[config.mk]
export PLATFORM = sky130hd
export DESIGN_NAME = alu_issue_ctrl_flat
export DESIGN_NICKNAME = d
export VERILOG_FILES = /design/src/rtl/alu_issue_ctrl_if.sv /design/src/rtl/alu_issue_ctrl.sv /design/src/flat_wrapper.sv
export SDC_FILE = /design/constraint.sdc
export NUM_CORES = 1
export LEC_CHECK = 0
export CORE_ASPECT_RATIO = 1.1
export CORE_MARGIN = 5
export CORE_UTILIZATION = 45
export CTS_BUF_LIST = sky130_fd_sc_hd__clkbuf_8
export CTS_CLUSTER_DIAMETER = 150
export DETAILED_ROUTE_END_ITERATION = 10
export PLACE_DENSITY = 0.83
export SLEW_MARGIN = 20
export SYNTH_ARGS = -nofsm -noshare
export SYNTH_HDL_FRONTEND = slang
export SYNTH_SLANG_ARGS = --single-unit
[constraint.sdc]
create_clock -name clk -period 2.3 [get_ports clk]
set_input_delay 0.46 -clock clk [delete_from_list [all_inputs] [get_ports clk]]
set_output_delay 0.46 -clock clk [all_outputs]
set_load 0.01 [all_outputs]
[src/rtl/alu_issue_ctrl_if.sv]
// alu_issue_ctrl_if: instruction, ALU and response signals of the issue controller
interface alu_issue_ctrl_if;
  logic        in_valid;
  logic        in_ready;
  logic [3:0]  in_opcode;
  logic [15:0] in_a;
  logic [15:0] in_b;
  logic [3:0]  alu_opcode;
  logic [15:0] alu_in1;
  logic [15:0] alu_in2;
  logic [15:0] alu_out;
  logic        alu_error;
  logic        out_valid;
  logic        out_ready;
  logic [15:0] out_data;
  logic        out_error;
  logic        out_halt;
  logic        flag_n;
  logic        flag_z;
  logic        flag_v;
  logic        halted;
  modport master (
    output in_valid, in_opcode, in_a, in_b, alu_out, alu_error, out_ready,
    input  in_ready, alu_opcode, alu_in1, alu_in2, out_valid, out_data, out_error, out_halt,
           flag_n, flag_z, flag_v, halted
  );
  modport slave (
    input  in_valid, in_opcode, in_a, in_b, alu_out, alu_error, out_ready,
    output in_ready, alu_opcode, alu_in1, alu_in2, out_valid, out_data, out_error, out_halt,
           flag_n, flag_z, flag_v, halted
  );
endinterface

[src/rtl/alu_issue_ctrl.sv]
// alu_issue_ctrl: sequences one instruction at a time through the ALU and owns the N/Z/V flags
module alu_issue_ctrl (
  input logic clk,
  input logic rst,
  alu_issue_ctrl_if.slave bus
);
  typedef enum logic [1:0] {IDLE, EXEC, RESP, HALT} state_t;
  state_t state_q, state_d;
  logic [3:0]  op_q;
  logic [15:0] a_q, b_q, data_q, res;
  logic        err_q, halt_q, n_q, z_q, v_q, err, uses_alu, upd_nv, upd_z;
  // state register
  always_ff @(posedge clk)
    state_q <= rst ? IDLE : state_d;
  // next state; HLT skips EXEC and parks in HALT once its marker is consumed
  always_comb begin
    state_d = state_q == IDLE ? (bus.in_valid ? (bus.in_opcode == 4'hF ? RESP : EXEC) : IDLE) :
              state_q == EXEC ? RESP :
              state_q == RESP ? (bus.out_ready ? (halt_q ? HALT : IDLE) : RESP) : HALT;
  end
  // ALU drive and handshake outputs; ALU is only driven in EXEC for ALU and LW/SW opcodes
  always_comb begin
    uses_alu       = state_q == EXEC && op_q <= 4'd9;
    bus.alu_opcode = uses_alu && !op_q[3] ? op_q : 4'd0;
    bus.alu_in1    = uses_alu ? (op_q[3] ? a_q & 16'hFFFE : a_q) : 16'd0;
    bus.alu_in2    = uses_alu ? (op_q[3] ? {b_q[14:0], 1'b0} : b_q) : 16'd0;
    bus.in_ready   = state_q == IDLE;
    bus.out_valid  = state_q == RESP;
    bus.halted     = state_q == HALT;
  end
  // result selection and flag-update classes for the latched opcode
  always_comb begin
    res    = op_q <= 4'd9 ? bus.alu_out :
             op_q == 4'hA ? (a_q & 16'hFF00) | {8'h00, b_q[7:0]} :
             op_q == 4'hB ? (a_q & 16'h00FF) | {b_q[7:0], 8'h00} : a_q;
    err    = (op_q == 4'd0 || op_q == 4'd1 || op_q == 4'd8 || op_q == 4'd9) && bus.alu_error;
    upd_nv = op_q == 4'd0 || op_q == 4'd1;
    upd_z  = upd_nv || op_q == 4'd2 || op_q == 4'd4 || op_q == 4'd5 || op_q == 4'd6;
  end
  // operand latch, held response and architectural flags
  always_ff @(posedge clk) begin
    if (rst) begin
      op_q   <= 4'd0;
      a_q    <= 16'd0;
      b_q    <= 16'd0;
      data_q <= 16'd0;
      err_q  <= 1'b0;
      halt_q <= 1'b0;
      n_q    <= 1'b0;
      z_q    <= 1'b0;
      v_q    <= 1'b0;
    end else begin
      if (state_q == IDLE && bus.in_valid) begin
        op_q   <= bus.in_opcode;
        a_q    <= bus.in_a;
        b_q    <= bus.in_b;
        data_q <= 16'd0;
        err_q  <= 1'b0;
        halt_q <= bus.in_opcode == 4'hF;
      end
      if (state_q == EXEC) begin
        data_q <= res;
        err_q  <= err;
        if (upd_nv) begin
          n_q <= res[15];
          v_q <= bus.alu_error;
        end
        if (upd_z) z_q <= res == 16'd0;
      end
    end
  end
  assign bus.out_data  = data_q;
  assign bus.out_error = err_q;
  assign bus.out_halt  = halt_q;
  assign bus.flag_n    = n_q;
  assign bus.flag_z    = z_q;
  assign bus.flag_v    = v_q;
endmodule

[src/flat_wrapper.sv]
// flat-port wrapper written by rule: the top's interface ports become plain ports
module alu_issue_ctrl_flat 
  (clk, rst, bus_in_valid, bus_in_opcode, bus_in_a, bus_in_b, bus_alu_out, bus_alu_error, bus_out_ready, bus_in_ready, bus_alu_opcode, bus_alu_in1, bus_alu_in2, bus_out_valid, bus_out_data, bus_out_error, bus_out_halt, bus_flag_n, bus_flag_z, bus_flag_v, bus_halted);
  alu_issue_ctrl_if bus_i ();
  input logic clk;
  input logic rst;
  input wire logic [$bits(bus_i.in_valid)-1:0] bus_in_valid;
  input wire logic [$bits(bus_i.in_opcode)-1:0] bus_in_opcode;
  input wire logic [$bits(bus_i.in_a)-1:0] bus_in_a;
  input wire logic [$bits(bus_i.in_b)-1:0] bus_in_b;
  input wire logic [$bits(bus_i.alu_out)-1:0] bus_alu_out;
  input wire logic [$bits(bus_i.alu_error)-1:0] bus_alu_error;
  input wire logic [$bits(bus_i.out_ready)-1:0] bus_out_ready;
  output wire logic [$bits(bus_i.in_ready)-1:0] bus_in_ready;
  output wire logic [$bits(bus_i.alu_opcode)-1:0] bus_alu_opcode;
  output wire logic [$bits(bus_i.alu_in1)-1:0] bus_alu_in1;
  output wire logic [$bits(bus_i.alu_in2)-1:0] bus_alu_in2;
  output wire logic [$bits(bus_i.out_valid)-1:0] bus_out_valid;
  output wire logic [$bits(bus_i.out_data)-1:0] bus_out_data;
  output wire logic [$bits(bus_i.out_error)-1:0] bus_out_error;
  output wire logic [$bits(bus_i.out_halt)-1:0] bus_out_halt;
  output wire logic [$bits(bus_i.flag_n)-1:0] bus_flag_n;
  output wire logic [$bits(bus_i.flag_z)-1:0] bus_flag_z;
  output wire logic [$bits(bus_i.flag_v)-1:0] bus_flag_v;
  output wire logic [$bits(bus_i.halted)-1:0] bus_halted;
  assign bus_i.in_valid = bus_in_valid;
  assign bus_i.in_opcode = bus_in_opcode;
  assign bus_i.in_a = bus_in_a;
  assign bus_i.in_b = bus_in_b;
  assign bus_i.alu_out = bus_alu_out;
  assign bus_i.alu_error = bus_alu_error;
  assign bus_i.out_ready = bus_out_ready;
  assign bus_in_ready = bus_i.in_ready;
  assign bus_alu_opcode = bus_i.alu_opcode;
  assign bus_alu_in1 = bus_i.alu_in1;
  assign bus_alu_in2 = bus_i.alu_in2;
  assign bus_out_valid = bus_i.out_valid;
  assign bus_out_data = bus_i.out_data;
  assign bus_out_error = bus_i.out_error;
  assign bus_out_halt = bus_i.out_halt;
  assign bus_flag_n = bus_i.flag_n;
  assign bus_flag_z = bus_i.flag_z;
  assign bus_flag_v = bus_i.flag_v;
  assign bus_halted = bus_i.halted;
  alu_issue_ctrl u_core (.clk(clk), .rst(rst), .bus(bus_i));
endmodule
==> Word-level counts from Yosys, hierarchy flattened <==
Index checks and enable logic that the tools add are counted.
W data, S select, Z words.
{ "op_classes": {"order_cmp": 1, "eq_ne": 13, "mux": 19, "n_bitwise": 2, "reduce_logical": 18} }
{ "ops": {"columns": ["operator", "n"], "rows": [
  ["$mux W16", 8],
  ["$eq A4 B4 Y1 const B", 5],
  ["$logic_not A16 Y1", 1],
  ["$or A16 B8 Y16", 1],
  ["$or A8 B16 Y16", 1],
  ["$mux W2", 7],
  ["$eq A4 B3 Y1 const B", 3],
  ["$logic_or A1 B1 Y1", 7],
  ["$eq A2 B2 Y1 const B", 2],
  ["$eq A4 B1 Y1 const B", 1],
  ["$eq A4 B2 Y1 const B", 1],
  ["$le A4 B4 Y1 const B", 1],
  ["$logic_and A1 B1 Y1", 4],
  ["$logic_not A4 Y1", 1],
  ["$mux W4", 1],
  ["$reduce_and A2 Y1", 2],
  ["$mux W1", 3],
  ["$eq A2 B1 Y1 const B", 1],
  ["$logic_not A2 Y1", 1],
  ["$reduce_bool A2 Y1", 1],
  ["$logic_not A1 Y1", 1]
]} }
{ "totals": {"reg_bits": 59, "inputBits": 57, "output_inout_bits": 60, "wordCells": 63} }

==> Longest topological paths before layout <==
Gate-level depths: netlist of run 1.
{ "logic_depth": {"word_depth": 7, "depth_mapped": 8} }

==> Least setup slack after synthesis of run 1 <==
Ideal clock, no wire load.
{ "synth_path": {"path_kind": "register to output", "startpoint": "register u_core.op_q[3]", "endpoint": "output bus_alu_in2[10]", "arrival_time_ps": 1393, "required_time_ps": 1840, "setup_slack_ps": 447, "stages_incl_launch_ff": 7, "n_path_buf": 4, "path_cell_list": "dfxtp_1 buf_2 buf_2 buf_2 buf_2 mux2i_1 nor2_1"} }
{ "synth_via": {"elab_chain_len": 3, "word_cells_on_any_way": 4} }
{ "synth_rtl": {"columns": ["item", "line", "source"], "rows": [
  ["start: declaration", "alu_issue_ctrl.sv:9", "logic [3:0] op_q;"],
  ["start signal: assignment", "alu_issue_ctrl.sv:54", "op_q <= bus.in_opcode;"],
  ["$le A4 B4 Y1", "alu_issue_ctrl.sv:23", "uses_alu = state_q == EXEC && op_q <= 4'd9;"],
  ["$logic_and A1 B1 Y1", "alu_issue_ctrl.sv:23", null],
  ["$mux W16 (*)", "alu_issue_ctrl.sv:26", "bus.alu_in2 = uses_alu ? (op_q[3] ? {b_q[14:0], 1'b0} : b_q) : 16'd0;"],
  ["end: declaration", "flat_wrapper.sv:17", "output wire logic [$bits(bus_i.alu_in2)-1:0] bus_alu_in2;"]
]} }
Every way passes the cells marked *; elsewhere a longest branch is shown, timed or not.

==> Final worst setup path of run 1 <==
{ "layout_path": {"startpoint": "register u_core.state_q[1]", "endpoint": "output bus_alu_in2[14]"} }
{ "layout_via": {"elab_chain_len": 3} }
{ "layout_rtl": {"columns": ["item", "line", "source"], "rows": [
  ["start: declaration", "alu_issue_ctrl.sv:8", "state_t state_q, state_d;"],
  ["start signal: assignment", "alu_issue_ctrl.sv:14", "state_q <= rst ? IDLE : state_d;"],
  ["$eq A2 B1 Y1", "alu_issue_ctrl.sv:23", null],
  ["$logic_and A1 B1 Y1", "alu_issue_ctrl.sv:23", null],
  ["$mux W16", "alu_issue_ctrl.sv:26", null]
]} }
No other way between the ends.

==> impl_results.md, run 1 <==
- Outcome: completed
- Pre-antenna DRT Iters: 7
- H-tree level count: 3
- Max-slew violation count: 0
- Largest net degree at the start of global routing: 55
- Worst slew pin tran: approximately 580 ps
- CP Class: flip-flop to output port
- Worst path required time: 1840 ps
- Root Driver: clkbuf_8
- DR DRC count: 0
- DIE WIDTH: roughly 90 µm
- Mean routed wirelength per cell: between 15 and 20 µm
- GP Congestion: about 0.89
- Pwr per Cell Area: about 630 nW/µm²
- Setup total negative slack: 0 ps
- GRT Total Usage: 0.2364
- Vias: ~3,400
- Worst Path Max Fanout: 16
- Die footprint: approximately 8600 µm²
- # IOs: ~120
- CTS tree: done
- Grt ovf: 0
- Final wirelength: between 10,000 and 15,000 µm
- Share of layout cells above drive strength 1: 0.06576
- Post-layout util: 0.6850
- Final min period: approximately 2200 ps
- Synth Warn #: 0
- FF-to-FF path depth: 6
- Placed cells: a little under 600
- Period utilization: 0.9691
- Finish-stage setup viols: 0
- Number of global-route vias before repair: 3,293
- Unique masters post-synth: 46
- Slew HR: 0.6098
- Sink Count: 59
- Final hold vios: 0
- Detail Route Antenna Nets: 0
- Clock insertion delay at the later pin of the skew report: between 300 and 400 ps
- Layout Skew: roughly 10 ps
- Fin cells: between 500 and 600
- Post-DP HPWL: slightly above 7000 µm
- CTS Buffer Depth: 2
- Post-CTS setup buffer count: 0
- Hold Crit Class: flip-flop to flip-flop
- Y dimension of the die: 96.81 µm
- Post-synth net total: ~470
- # Max-Cap Violations: 0
- Syn-to-layout area delta: 47.36%
- Port-buffer cells: about 120
- Reg area: between 1000 and 1500 µm²
- Number of synthesized flops with an enable pin: 0
- Max Fclk: approximately 450 MHz
- Starting Density: 0.4648
- ANT cells: 0
- First-pass GRT wire length: between 15,000 and 20,000 µm
- Post-synth ARST share: 0
- IR Drop Worst-Case VDD: between 400 and 500 µV
- Iter 0 DRT Violations: 280
- Initial antenna violation count: 0
- CP Launch Type: flip-flop
- Footprint of the multi-input gates: between 1500 and 2000 µm²
- Cells on Worst Hold Path: 2
- TritonCTS Buffers: 9
- Syn avg cell area: roughly 7.5 µm²
- Post-Synthesis Cells: ~410
- Layout Nets: 569
- RSZ-0062 raised after global routing: false
- Final Power: 2845 µW
- Critical Path Sink Type: output port
- Row cnt: 31
- P_leak: 0.001945 µW
- CP arrival: between 1500 and 2000 ps
- Yosys reg bits: a little under 60
- # fillers: between 500 and 600
- Clock slew at reported path FFs: about 70 ps
- Mapped Area: about 3100 µm²
- DR vias/cell: 5.703
- Core area: between 6000 and 7000 µm²
- Post-synth top flop: dfxtp_1
- Register area share after synthesis: 0.3831
-- kinds of logic after synthesis --
kind of cell           count (synthesis)  synth area share
muxes                                 17           0.05519
other                                  1          0.001216
and+or+nand+nor                      182            0.2760
buffers and inverters                 38           0.05601
DFF                                   59            0.3831
AOI/OAI and AO/OA                    115            0.2285
-- sequential cells by signal, indices dropped and copies added, names as in the netlist --
name,count
u_core.a_q,16
u_core.op_q,4
u_core.state_q,2
u_core.bus.flag_v,1
u_core.bus.out_halt,1
u_core.bus.flag_z,1
u_core.bus.out_data,16
u_core.b_q,16
u_core.bus.flag_n,1
u_core.bus.out_error,1
-- worst max-delay path, stage by stage, from the launching register on --
cell and delay (ps):
dfxtp_1 390, nor2b_4 200, nand2_4 150, nor2_1 130, clkdlybuf4s50_1 550
-- path summary, 6_finish.rpt --
path | startpoint | slack (ps) | to
max | u_core.state_q[1]$_SDFF_PP0_ | 70 | bus_alu_in2[14]
min reg2reg | u_core.b_q[15]$_SDFFE_PP0P_ | 460 | u_core.b_q[15]$_SDFFE_PP0P_
min | u_core.b_q[15]$_SDFFE_PP0P_ | 460 | u_core.b_q[15]$_SDFFE_PP0P_
max reg2reg | u_core.op_q[0]$_SDFFE_PP0P_ | 220 | u_core.bus.flag_z$_SDFFE_PP0P_
-- cell usage after synthesis (all sizes together) (2+ instances only) --
cell type / number / area (µm²)
buf: 14 / 82.58
clkbuf: 22 / 82.58
mux2i: 17 / 170.2
a22oi: 5 / 37.54
nor3: 2 / 10.01
and2: 3 / 18.77
a21oi: 58 / 290.3
o21a: 2 / 22.52
o32ai: 8 / 70.07
a21o: 2 / 15.01
nor2: 26 / 97.59
a211oi: 2 / 15.01
nand3b: 2 / 15.01
inv: 2 / 7.510
a22o: 2 / 17.52
o21ai: 14 / 73.82
a31oi: 2 / 12.51
nand4: 2 / 12.51
o211ai: 9 / 67.56
or3b: 3 / 26.28
and3: 19 / 118.9
nor2b: 12 / 75.07
nand2b: 5 / 38.78
nand2: 88 / 332.8
o22ai: 5 / 31.28
dfxtp: 59 / 1181
nand3: 18 / 90.09
-- layer usage --
| metal | share of wire | GRT usage |
|---|---|---|
| met1 | 0.40 | 0.2952 |
| met4 | 0.028 | 0.1140 |
| met3 | 0.085 | 0.05438 |
| met5 | 0 | 0 |
| met2 | 0.48 | 0.3754 |
-- stage by stage --
stage                     worst slack (ps)  cell area (µm²)  hold WS [ps]
after floorplan                      446.6             3083         435.7
after global placement               231.5             4269         442.8
after detailed placement             112.0             4269         450.1
after CTS                            6.900             4513         459.3
after global routing                 2.195             4543         479.6
final                                71.10             4543         461.9
-- power breakdown --
part	internal, µW	total [µW]	switching (µW)
clock network	741	1160	421
registers	1080	1150	64.6
logic	262	534	272
-- area by class of cell --
type,instances,share of cell area
clock inverter,6,0.02286
inverter,2,0.001652
clock buffer,10,0.03029
multi-input combinational,315,0.3839
timing repair buffer,125,0.2779
tap,82,0.02258
sequential,59,0.2608
-- cells in the final DEF (no fill, tap or decap), drive strengths merged, types with 8 or more instances in the layout --
master / count
a21oi: 58
and3: 19
buf: 11
clkbuf: 10
clkdlybuf4s50: 84
dfxtp: 59
dlygate4sd2: 19
dlymetal6s2s: 11
mux2i: 17
nand2: 88
nand3: 18
nor2: 26
nor2b: 12
o211ai: 9
o21ai: 14
o32ai: 8
-- repair_timing --
| action | 4_1_cts | 5_1_grt |
|---|---|---|
| endpoints found under the setup margin | 35 | 16 |
| pin swaps | 0 | 1 |
| hold buffers | 0 | 0 |
| resized for setup | 26 | 12 |
| endpoints found under the hold margin | 0 | 0 |
No activity file was read; power rests on OpenSTA's default activity.
==> inputs of run 2 (changes only) <==
--- a/config.mk
+++ b/config.mk
@@ -12,6 +12,7 @@
 export CTS_CLUSTER_DIAMETER = 150
 export DETAILED_ROUTE_END_ITERATION = 10
 export PLACE_DENSITY = 0.83
+export SETUP_SLACK_MARGIN = 0.02
 export SLEW_MARGIN = 20
 export SYNTH_ARGS = -nofsm -noshare
 export SYNTH_HDL_FRONTEND = slang
==> run 2 against run 1 <==
Compared with the run above:
- power about the same
- maximum frequency is 0.86% higher
- highest routed layer unchanged
- largest cell class unchanged
- register-to-register slack better by 240 ps
==> impl_results.md, run 2 (synthesis gave the netlist of run 1 again) <==
- Outcome: completed
- Footprint of the multi-input gates: 1744 µm²
- Max Fclk: between 400 and 500 MHz
- Clock slew at reported path FFs: ~70 ps
- CP arrival: about 1800 ps
- M1 GR Usage: 0.2952
- Vias: about 3,400
- ANT cells: 0
- Post-DP HPWL: approximately 7200 µm
- Finish-stage setup viols: 0
- Mean routed wirelength per cell: around 17 µm
- # IOs: between 100 and 150
- CP Class: flip-flop to output port
- Port-buffer cells: between 100 and 150
- Worst Path Max Fanout: 16
- Pre-antenna DRT Iters: 5
- Share of layout cells above drive strength 1: 0.07157
- Most common cell after layout, fill and taps aside: nand2_1
- First-pass GRT wire length: between 15,000 and 20,000 µm
- Post-Place Worst Slack: approximately 110 ps
- CTS Buffer Depth: 2
- Root Driver: clkbuf_8
- P_leak: around 0.0019 µW
- CTS tree: done
- Layout Nets: around 570
- Hold WS: about 460 ps
- Setup slack, reg-to-reg: between 400 and 500 ps
- GRT busiest layer: met2
- Grt ovf: 0
- Grt met3 use: 0.05353
- Syn-to-layout area delta: 47.36%
- FF-to-FF path depth: 6
- Hold buffers post-CTS: 0
- Slew HR: 0.6239
- DR vias/cell: around 5.7
- Initial antenna violation count: 0
- Final worst-path setup slack: 90.20 ps
- Hold Crit Class: flip-flop to flip-flop
- Number of global-route vias before repair: about 3,300
- Y dimension of the die: around 97 µm
- Final hold vios: 0
- H-tree level count: 3
- # fillers: 520
- Period utilization: 0.9608
- Final min period: 2210 ps
- IR Drop Worst-Case VDD: 445.7 µV
- Sink Count: between 50 and 60
- Reg area: around 1200 µm²
- Worst slew pin tran: around 560 ps
- Most frequent cells in the layout: 86 x nand2_1, 84 x clkdlybuf4s50_1, 58 x a21oi_1
- Final wirelength: 10,080 µm
- Detail Route Antenna Nets: 0
- Met2 usage in global routing: 0.3777
- # Max-Cap Violations: 0
- Row cnt: 31
- Setup total negative slack: 0 ps
- Starting Density: 0.4648
- Pwr per Cell Area: 626.7 nW/µm²
- DR DRC count: 0
- RSZ-0062 raised after global routing: false
- GP Congestion: between 0.8 and 0.9
- Worst path required time: approximately 1800 ps
- Largest net degree at the start of global routing: 55
- Die footprint: around 8600 µm²
- GRT Total Usage: 0.2362
- Clock insertion delay at the later pin of the skew report: approximately 350 ps
- TritonCTS Buffers: 9
- Post-layout util: 0.6850
- Iter 0 DRT Violations: ~300
- Core area: roughly 6600 µm²
- DIE WIDTH: about 89 µm
- Critical Path Sink Type: output port
- Max-slew violation count: 0
- CP Launch Type: flip-flop
- Layout Skew: between 10 and 15 ps
- Cells on Worst Hold Path: 2
-- run 2: cell count changes in the layout (fill, tap and decap cells not counted), sizes merged --
cell,change
dlygate4sd2,+1
dlymetal6s2s,-1
-- run 2: worst max-delay path: stages (launching register included) --
cell and delay, ps:
dfxtp_4 380, nor2b_4 200, nand2_4 140, nor2_1 130
clkdlybuf4s50_1 550
-- run 2: timing repair --
item | CTS | global route
resized for setup | 27 | 14
endpoints found under the hold margin | 0 | 0
pin swaps | 0 | 1
endpoints found under the setup margin | 35 | 16
buffers inserted | 0 | 0
-- run 2: final timing paths --
check | startpoint | endpoint
setup / recovery | u_core.state_q[0]$_SDFF_PP0_ | bus_alu_in2[14]
hold / removal | u_core.b_q[15]$_SDFFE_PP0P_ | u_core.b_q[15]$_SDFFE_PP0P_
setup reg to reg | u_core.op_q[0]$_SDFFE_PP0P_ | u_core.bus.flag_z$_SDFFE_PP0P_
hold reg to reg | u_core.b_q[15]$_SDFFE_PP0P_ | u_core.b_q[15]$_SDFFE_PP0P_
-- run 2: power breakdown --
part | switching, µW | internal, µW | leakage (µW)
Clock | 423 | 741 | 0.000127
Combinational | 272 | 262 | 0.00132
Sequential | 64.6 | 1080 | 0.000484
-- run 2: area by class of cell --
cell class,instances,share of cell area
clock inverters,6,0.02286
clock buffers,10,0.03029
multi-input cells,315,0.3839
flip-flops and latches,59,0.2616
repair buffers,125,0.2771
well taps,82,0.02258
inverters,2,0.001652
-- run 2: metrics by stage --
stage          cells  total power (µW)  area [µm²]
2_1_floorplan    412              1444        3083
6_report         599              2847        4543
3_3_place_gp     583              1684        4269
3_5_place_dp     583              1697        4269
5_1_grt          599              2963        4543
4_1_cts          599              2846        4512
-- run 2: routing by layer --
metal	wire length, µm	part of all wire
met1	4053	0.40
met2	4869	0.48
met3	879	0.087
met4	278	0.028
met5	0	0
